`config.mk`:
```
export PLATFORM = sky130hd
export DESIGN_NAME = instr_decode_stage
export DESIGN_NICKNAME = d
export VERILOG_FILES = /design/src/rtl/instr_decode_stage.sv
export SDC_FILE = /design/constraint.sdc
export NUM_CORES = 1
export LEC_CHECK = 0
export ABC_AREA = 0
export CORE_UTILIZATION = 54
export CTS_CLUSTER_DIAMETER = 200
export DETAILED_ROUTE_END_ITERATION = 8
export GPL_ROUTABILITY_DRIVEN = 0
export GPL_TIMING_DRIVEN = 1
export PLACE_DENSITY = 0.77
export SLEW_MARGIN = 20
export SYNTH_ARGS = -nofsm -noshare
export SYNTH_HDL_FRONTEND = slang
export SYNTH_SLANG_ARGS = --single-unit
```
`constraint.sdc`:
```
create_clock -name clk -period 4.1 [get_ports clk]
set_input_delay 0.615 -clock clk [delete_from_list [all_inputs] [get_ports clk]]
set_output_delay 0.615 -clock clk [all_outputs]
set_load 0.05 [all_outputs]
```
`src/rtl/instr_decode_stage.sv`:
```
// instr_decode_stage
//   Turns a stream of fetched instruction words into decoded ops. An opcode
//   word whose source field selects register 7 takes an immediate: that op is
//   held until the next word arrives, then issued with it. Finished ops pass
//   through a small FIFO. The outputs always present the FIFO head entry.
//
// Ports
//   clk, reset          single clock; synchronous active-high reset
//   flush               drops the partial op and the FIFO contents
//   in_word/in_valid/in_ready    fetched-word stream (in_ready = FIFO not full)
//   out_valid/out_ready          decoded-op handshake (out_valid = FIFO not empty)
//   dest_reg, src_reg, alu_op, alu_cond, imm, conditional, read_dest,
//   read_src, write_dest, has_immediate, mem_read, mem_write,
//   mem_post_increment, mem_pre_decrement, mem_base, mem_offset
//                        fields of the head op
module instr_decode_stage #(
  parameter int WORD_W    = 12,
  parameter int OUT_DEPTH = 2
) (
  input  logic              clk,
  input  logic              reset,
  input  logic              flush,
  input  logic [WORD_W-1:0] in_word,
  input  logic              in_valid,
  output logic              in_ready,
  output logic              out_valid,
  input  logic              out_ready,
  output logic [4:0]        dest_reg,
  output logic [4:0]        src_reg,
  output logic [4:0]        alu_op,
  output logic [3:0]        alu_cond,
  output logic [WORD_W-1:0] imm,
  output logic              conditional,
  output logic              read_dest,
  output logic              read_src,
  output logic              write_dest,
  output logic              has_immediate,
  output logic              mem_read,
  output logic              mem_write,
  output logic              mem_post_increment,
  output logic              mem_pre_decrement,
  output logic [1:0]        mem_base,
  output logic [3:0]        mem_offset
);

  localparam int PTR_W = (OUT_DEPTH > 1) ? $clog2(OUT_DEPTH) : 1;
  localparam int CNT_W = PTR_W + 1;

  typedef struct packed {
    logic [4:0]        dest;
    logic [4:0]        src;
    logic [4:0]        alu_op;
    logic [3:0]        alu_cond;
    logic [WORD_W-1:0] imm;
    logic              conditional;
    logic              read_dest;
    logic              read_src;
    logic              write_dest;
    logic              has_immediate;
    logic              mem_read;
    logic              mem_write;
    logic              mem_post_increment;
    logic              mem_pre_decrement;
    logic [1:0]        mem_base;
    logic [3:0]        mem_offset;
  } op_t;

  typedef enum logic {
    S_OPCODE,
    S_WAIT_IMM
  } state_t;

  state_t           state_q, state_d;
  op_t              latched_q;
  op_t              fifo_q [OUT_DEPTH];
  logic [PTR_W-1:0] wrPtr_q, rdPtr_q;
  logic [CNT_W-1:0] count_q;

  op_t              dec;
  op_t              pushOp;
  logic             pushEn, latchEn, accept, pop;

  logic [11:0]      ins;
  logic             isArith, isFlg, isShift, isLoad, isStore, special;

  assign ins     = in_word[11:0];
  assign isArith = (ins[10:9] != 2'b11);
  assign isFlg   = (ins[10:3] == 8'b1100_1101);
  // The flag op lives inside the shift encoding space and takes precedence.
  assign isShift = !isFlg && (ins[10:7] == 4'b1100);
  assign isLoad  = (ins[11:8] == 4'b0111);
  assign isStore = (ins[11:8] == 4'b1111);
  assign special = (ins[5:0] < 6'h0A);

  // Handshakes depend only on registered occupancy, so in_ready never sees out_ready.
  assign in_ready  = (count_q < CNT_W'(OUT_DEPTH));
  assign out_valid = (count_q != '0);
  assign pop       = out_valid && out_ready;
  assign accept    = in_valid && in_ready && !flush;

  // Field decode of the offered word; every field starts from its default.
  always_comb begin
    dec            = '0;
    dec.read_src   = 1'b1;
    dec.write_dest = 1'b1;
    if (isArith) begin
      dec.dest          = {1'b0, ins[10], ins[5:3]};
      dec.src           = {1'b0, ins[9], ins[2:0]};
      dec.alu_op        = {2'b00, ins[8:6]};
      dec.has_immediate = (ins[9] == 1'b0) && (ins[2:0] == 3'b111);
      dec.read_dest     = (ins[8:6] != 3'b000);
    end else if (isFlg) begin
      dec.dest   = 5'h1F;
      dec.src    = 5'h1F;
      dec.alu_op = 5'h00;
    end else if (isShift) begin
      dec.dest   = {1'b0, ins[3:0]};
      dec.src    = {1'b0, ins[3:0]};
      dec.alu_op = {2'b01, ins[6:4]};
    end else if (isLoad) begin
      dec.dest     = {3'b000, ins[7:6]};
      dec.src      = {1'b1, ins[3:0]};
      dec.read_src = special;
    end else if (isStore) begin
      dec.dest       = {1'b1, ins[3:0]};
      dec.src        = {3'b000, ins[7:6]};
      dec.write_dest = special;
    end else begin
      dec.dest       = {1'b0, ins[3:0]};
      dec.src        = {1'b0, ins[3:0]};
      dec.alu_op     = {1'b1, ins[11], ins[6], ins[5:4]};
      dec.alu_cond   = ins[3:0];
      dec.write_dest = 1'b0;
    end
    dec.conditional = ins[11] & (isArith | isShift);

    // Low six bits 0x0A..0x0F encode auto-modify addressing; anything else
    // above that range is a plain base plus offset.
    if ((isLoad || isStore) && !special) begin
      dec.mem_read  = isLoad;
      dec.mem_write = isStore;
      case (ins[5:0])
        6'h0A: begin dec.mem_base = 2'd1; dec.mem_post_increment = 1'b1; end
        6'h0B: begin dec.mem_base = 2'd1; dec.mem_pre_decrement  = 1'b1; end
        6'h0C: begin dec.mem_base = 2'd2; dec.mem_post_increment = 1'b1; end
        6'h0D: begin dec.mem_base = 2'd2; dec.mem_pre_decrement  = 1'b1; end
        6'h0E: begin dec.mem_base = 2'd3; dec.mem_post_increment = 1'b1; end
        6'h0F: begin dec.mem_base = 2'd3; dec.mem_pre_decrement  = 1'b1; end
        default: begin
          dec.mem_base   = ins[5:4];
          dec.mem_offset = ins[3:0];
        end
      endcase
    end
  end

  // Opcode/immediate sequencing: decides when an op is complete and pushed.
  always_comb begin
    state_d = state_q;
    pushEn  = 1'b0;
    latchEn = 1'b0;
    pushOp  = dec;
    case (state_q)
      S_OPCODE: begin
        if (accept) begin
          if (dec.has_immediate) begin
            latchEn = 1'b1;
            state_d = S_WAIT_IMM;
          end else begin
            pushEn = 1'b1;
          end
        end
      end
      S_WAIT_IMM: begin
        pushOp     = latched_q;
        pushOp.imm = in_word;
        if (accept) begin
          pushEn  = 1'b1;
          state_d = S_OPCODE;
        end
      end
      default: state_d = S_OPCODE;
    endcase
  end

  // State, latched op and FIFO storage. Reset also clears the storage so the
  // head fields read as zero afterwards; flush only empties the FIFO.
  always_ff @(posedge clk) begin
    if (reset) begin
      state_q   <= S_OPCODE;
      latched_q <= '0;
      wrPtr_q   <= '0;
      rdPtr_q   <= '0;
      count_q   <= '0;
      for (int k = 0; k < OUT_DEPTH; k++) begin
        fifo_q[k] <= '0;
      end
    end else if (flush) begin
      state_q <= S_OPCODE;
      wrPtr_q <= '0;
      rdPtr_q <= '0;
      count_q <= '0;
    end else begin
      state_q <= state_d;
      if (latchEn) begin
        latched_q <= dec;
      end
      if (pushEn) begin
        fifo_q[wrPtr_q] <= pushOp;
        wrPtr_q         <= wrPtr_q + 1'b1;
      end
      if (pop) begin
        rdPtr_q <= rdPtr_q + 1'b1;
      end
      count_q <= count_q + CNT_W'(pushEn) - CNT_W'(pop);
    end
  end

  op_t head;
  assign head = fifo_q[rdPtr_q];

  assign dest_reg           = head.dest;
  assign src_reg            = head.src;
  assign alu_op             = head.alu_op;
  assign alu_cond           = head.alu_cond;
  assign imm                = head.imm;
  assign conditional        = head.conditional;
  assign read_dest          = head.read_dest;
  assign read_src           = head.read_src;
  assign write_dest         = head.write_dest;
  assign has_immediate      = head.has_immediate;
  assign mem_read           = head.mem_read;
  assign mem_write          = head.mem_write;
  assign mem_post_increment = head.mem_post_increment;
  assign mem_pre_decrement  = head.mem_pre_decrement;
  assign mem_base           = head.mem_base;
  assign mem_offset         = head.mem_offset;

endmodule

```
==> results.json <==
{
  "reg2reg_from": "count_q[1]",
  "pin_count_of_the_biggest_net_entering_global_routing": 51,
  "postCtsSetupRepairBufs": 0,
  "portion_of_synthesized_cell_area_occupied_by_the_leading_cell_type_pct": 47.4,
  "antenna-diode-count": 0,
  "switching_power_uw": 771,
  "worst_setup_path_endpoint": "src_reg[0]",
  "hold_path_class": "reg -> reg",
  "switching_share_pct": 24.2,
  "dpl-instance-area_um2": 6590,
  "ir_worst_vdd_mv": 0.270,
  "crit_type": "reg -> out",
  "crit_fanout": 19,
  "seqPwrFrac_pct": 46.5,
  "power_per_cell_area_nw_per_um2": 447,
  "ys_top_cells_by_count": "edfxtp_1 (92), nor2_1 (78), mux2_2 (48), and2_1 (40), dfxtp_1 (40)",
  "post-route-min-period_ns": 3.05,
  "fp.dieW_um": 106,
  "top_ports": 65,
  "timing.critical_path.from_type": "flip-flop",
  "post-route-worst-setup-slack_ns": 1.05,
  "final.setup_skew_ns": 0.00773,
  "tightestPinTransition_ns": 1.04,
  "placementRows": 37,
  "syn_nets": 516,
  "die_ar_um2": 11200,
  "worst-endpoint-arrival_ns": 2.44,
  "worstSetupEndpointType": "primary output",
  "synthCells": 498,
  "timing.final.crit_share_pct": 74.4,
  "leakagePower_nw": 2.62,
  "place.port_buffers": 64,
  "total_half_perimeter_wirelength_after_legalization_and_detailed_placement_mm": 8.14,
  "drt-wirelength-per-cell_um": 17.9,
  "synth-seq-area-share_pct": 61.1,
  "route.antenna.remaining_nets": 0,
  "cts_tree": "yes",
  "path_clk_slew_ns": 0.06,
  "number_of_enable_type_register_cells_in_the_synthesized_netlist": 92,
  "max_freq_ghz": 0.328,
  "outcome": "completed",
  "routed_wl_mm": 12.6,
  "power.combinational.fraction_pct": 10.4,
  "drt_iter0_markers": 416,
  "yosys.cell_count.top_type": "edfxtp_1",
  "drc": 0,
  "synthFlopType": "edfxtp_1",
  "area_growth_syn_to_layout_pct": 22.3,
  "clkPwrFrac_pct": 43.1,
  "synthDistinctLibCells": 48,
  "worst-r2r-cell-count": 4,
  "post_synthesis_average_cell_area_um2": 11.7,
  "finish.utilization_pct": 68.4,
  "ys_async_sr_fraction_pct": 0,
  "design_area_um2": 7130,
  "post_synth_main_area_contributors": "edfxtp_1 (47%), dfxtp_1 (14%), mux2_2 (9.3%)",
  "antenna_found_initial": 0,
  "yosys_register_bits": 132,
  "drive_above_1_share_pct": 16.7,
  "globalRouteTotalUtil_pct": 24.2,
  "via_count": 4020,
  "viasPerCell": 5.70,
  "master_cell_of_the_clock_root_buffer": "clkbuf_8",
  "fin_nets": 574,
  "htree_num_levels": 4,
  "grt_first_pass_wirelength_mm": 20.5,
  "setup.reg_to_reg.worst_slack_ns": 1.81,
  "insertion_delay_ns": 0.52,
  "cts_num_sinks": 132,
  "start_util_pct": 56.0,
  "first_pass_iters": 5,
  "cts_hold_bufs": 0,
  "ctsResizeCount": 0,
  "cts.path.max_buffers": 2,
  "cp_data_required_time_ns": 3.48,
  "timing_max_transition_violations_final": 0,
  "floorplan.die.height_um": 106,
  "synth_largest_area_cell": "edfxtp_1",
  "ys.warnings.count": 0,
  "max-slew-margin-rel_pct": 30.3,
  "grt.overflow.total": 0,
  "syn-cell-area_um2": 5830,
  "cts-buffers-inserted": 17,
  "regToRegEndpoint": "fifo_q[0][16]",
  "number_of_global_route_vias_before_repair": 4021,
  "final.fill_count": 780,
  "tns_ns": 0,
  "core_um2": 10400,
  "post-place-ws_ns": 1.03,
  "grt_setup_unrepaired": "no",
  "hold_violations": 0,
  "power.internal_mw": 2.41,
  "final-setup-viol-count": 0,
  "maxCapViolations": 0
}
[power by group through the flow]
stage	combinational [mW]	clock [mW]	sequential [mW]
after global routing	0.350	1.43	1.49
after CTS	0.332	1.38	1.48
after floorplan	0.222	0	1.51
final	0.332	1.37	1.48
after detailed placement	0.330	0	1.51
after global placement	0.327	0	1.51
[cell usage in the layout (no fill, tap or decap), types with 2 or more instances in the layout]
cell,instances
edfxtp_1,92
nor2_1,78
clkdlybuf4s50_1,64
mux2_2,48
and2_1,40
dfxtp_1,39
nor3_1,22
a21oi_1,17
clkbuf_16,16
nand2_1,15
a22oi_1,12
nor2b_1,10
o21ai_0,9
inv_1,8
buf_4,7
o31a_1,6
mux2i_1,6
clkinv_2,6
nand2b_1,5
nor4_1,5
or2_2,4
a31oi_1,4
nand4b_1,3
xor2_1,3
and3b_1,3
and3_1,3
a21o_1,3
clkbuf_8,3
clkbuf_1,3
nand3_1,2
nand2b_2,2
a211oi_1,2
or3_1,2
a21boi_0,2
a211o_1,2
clkinvlp_4,2
buf_12,2
[kinds of logic (layout without fill, tap and decap cells)]
logic type | Yosys count | in the layout | share of synthesized area (%)
AND/OR/NAND/NOR | 200 | 200 | 17.3
multiplexers | 54 | 54 | 10.3
buffers and inverters | 43 | 114 | 3.07
XOR/XNOR | 4 | 4 | 0.601
AO/OA/AOI/OAI | 64 | 64 | 7.32
adder cells (fa/ha/maj) | 1 | 1 | 0.215
flip-flops | 132 | 132 | 61.1
[through the flow]
stage	hold WS (ns)	std cells	power, mW
2_1_floorplan	0.429	498	1.73
3_3_place_gp	0.442	673	1.83
3_5_place_dp	0.444	673	1.84
4_1_cts	0.459	705	3.19
5_1_grt	0.466	705	3.27
6_report	0.457	705	3.19
[final cells by class]
class,instances,area (µm²),area share [%]
Sequential cell,132,3560,50.0
Multi-Input combinational cell,323,2090,29.3
Timing Repair Buffer,73,733,10.3
Clock buffer,22,453,6.35
Tap cell,136,170,2.39
Clock inverter,10,83.8,1.18
Inverter,9,33.8,0.474
[registers in the layout, indices dropped and copies added, names as in the netlist, named ones only]
register,cells
state_q,1
wrPtr_q,1
latched_q,34
count_q,2
fifo_q,92
rdPtr_q,1
[metal layers]
metal,vias up,GRT usage [%],routed length (µm)
met5,-,0,0
met4,0,9.03,227
met3,24,6.07,726
met2,151,39.0,6110
met1,1949,31.8,5550
li1,1896,-,-
[worst max-delay path, stage by stage, from the launching register on]
cell and delay (ns):
dfxtp_2 0.50, buf_4 0.33, mux2_2 0.39, clkdlybuf4s50_1 0.70
[how the worst min path moves through the flow]
| stage | from | endpoint | slack [ns] | cells past startpoint |
|---|---|---|---|---|
| floorplan | latched_q[35] | latched_q[35] | 0.43 | 1 |
| global placement | latched_q[35] | latched_q[35] | 0.44 | 1 |
| detailed placement | latched_q[3] | latched_q[3] | 0.44 | 1 |
| CTS | latched_q[12] | latched_q[12] | 0.46 | 2 |
| global route | latched_q[28] | latched_q[28] | 0.47 | 1 |
| finish | latched_q[12] | latched_q[12] | 0.46 | 2 |
(Power assumes the default switching activity.)
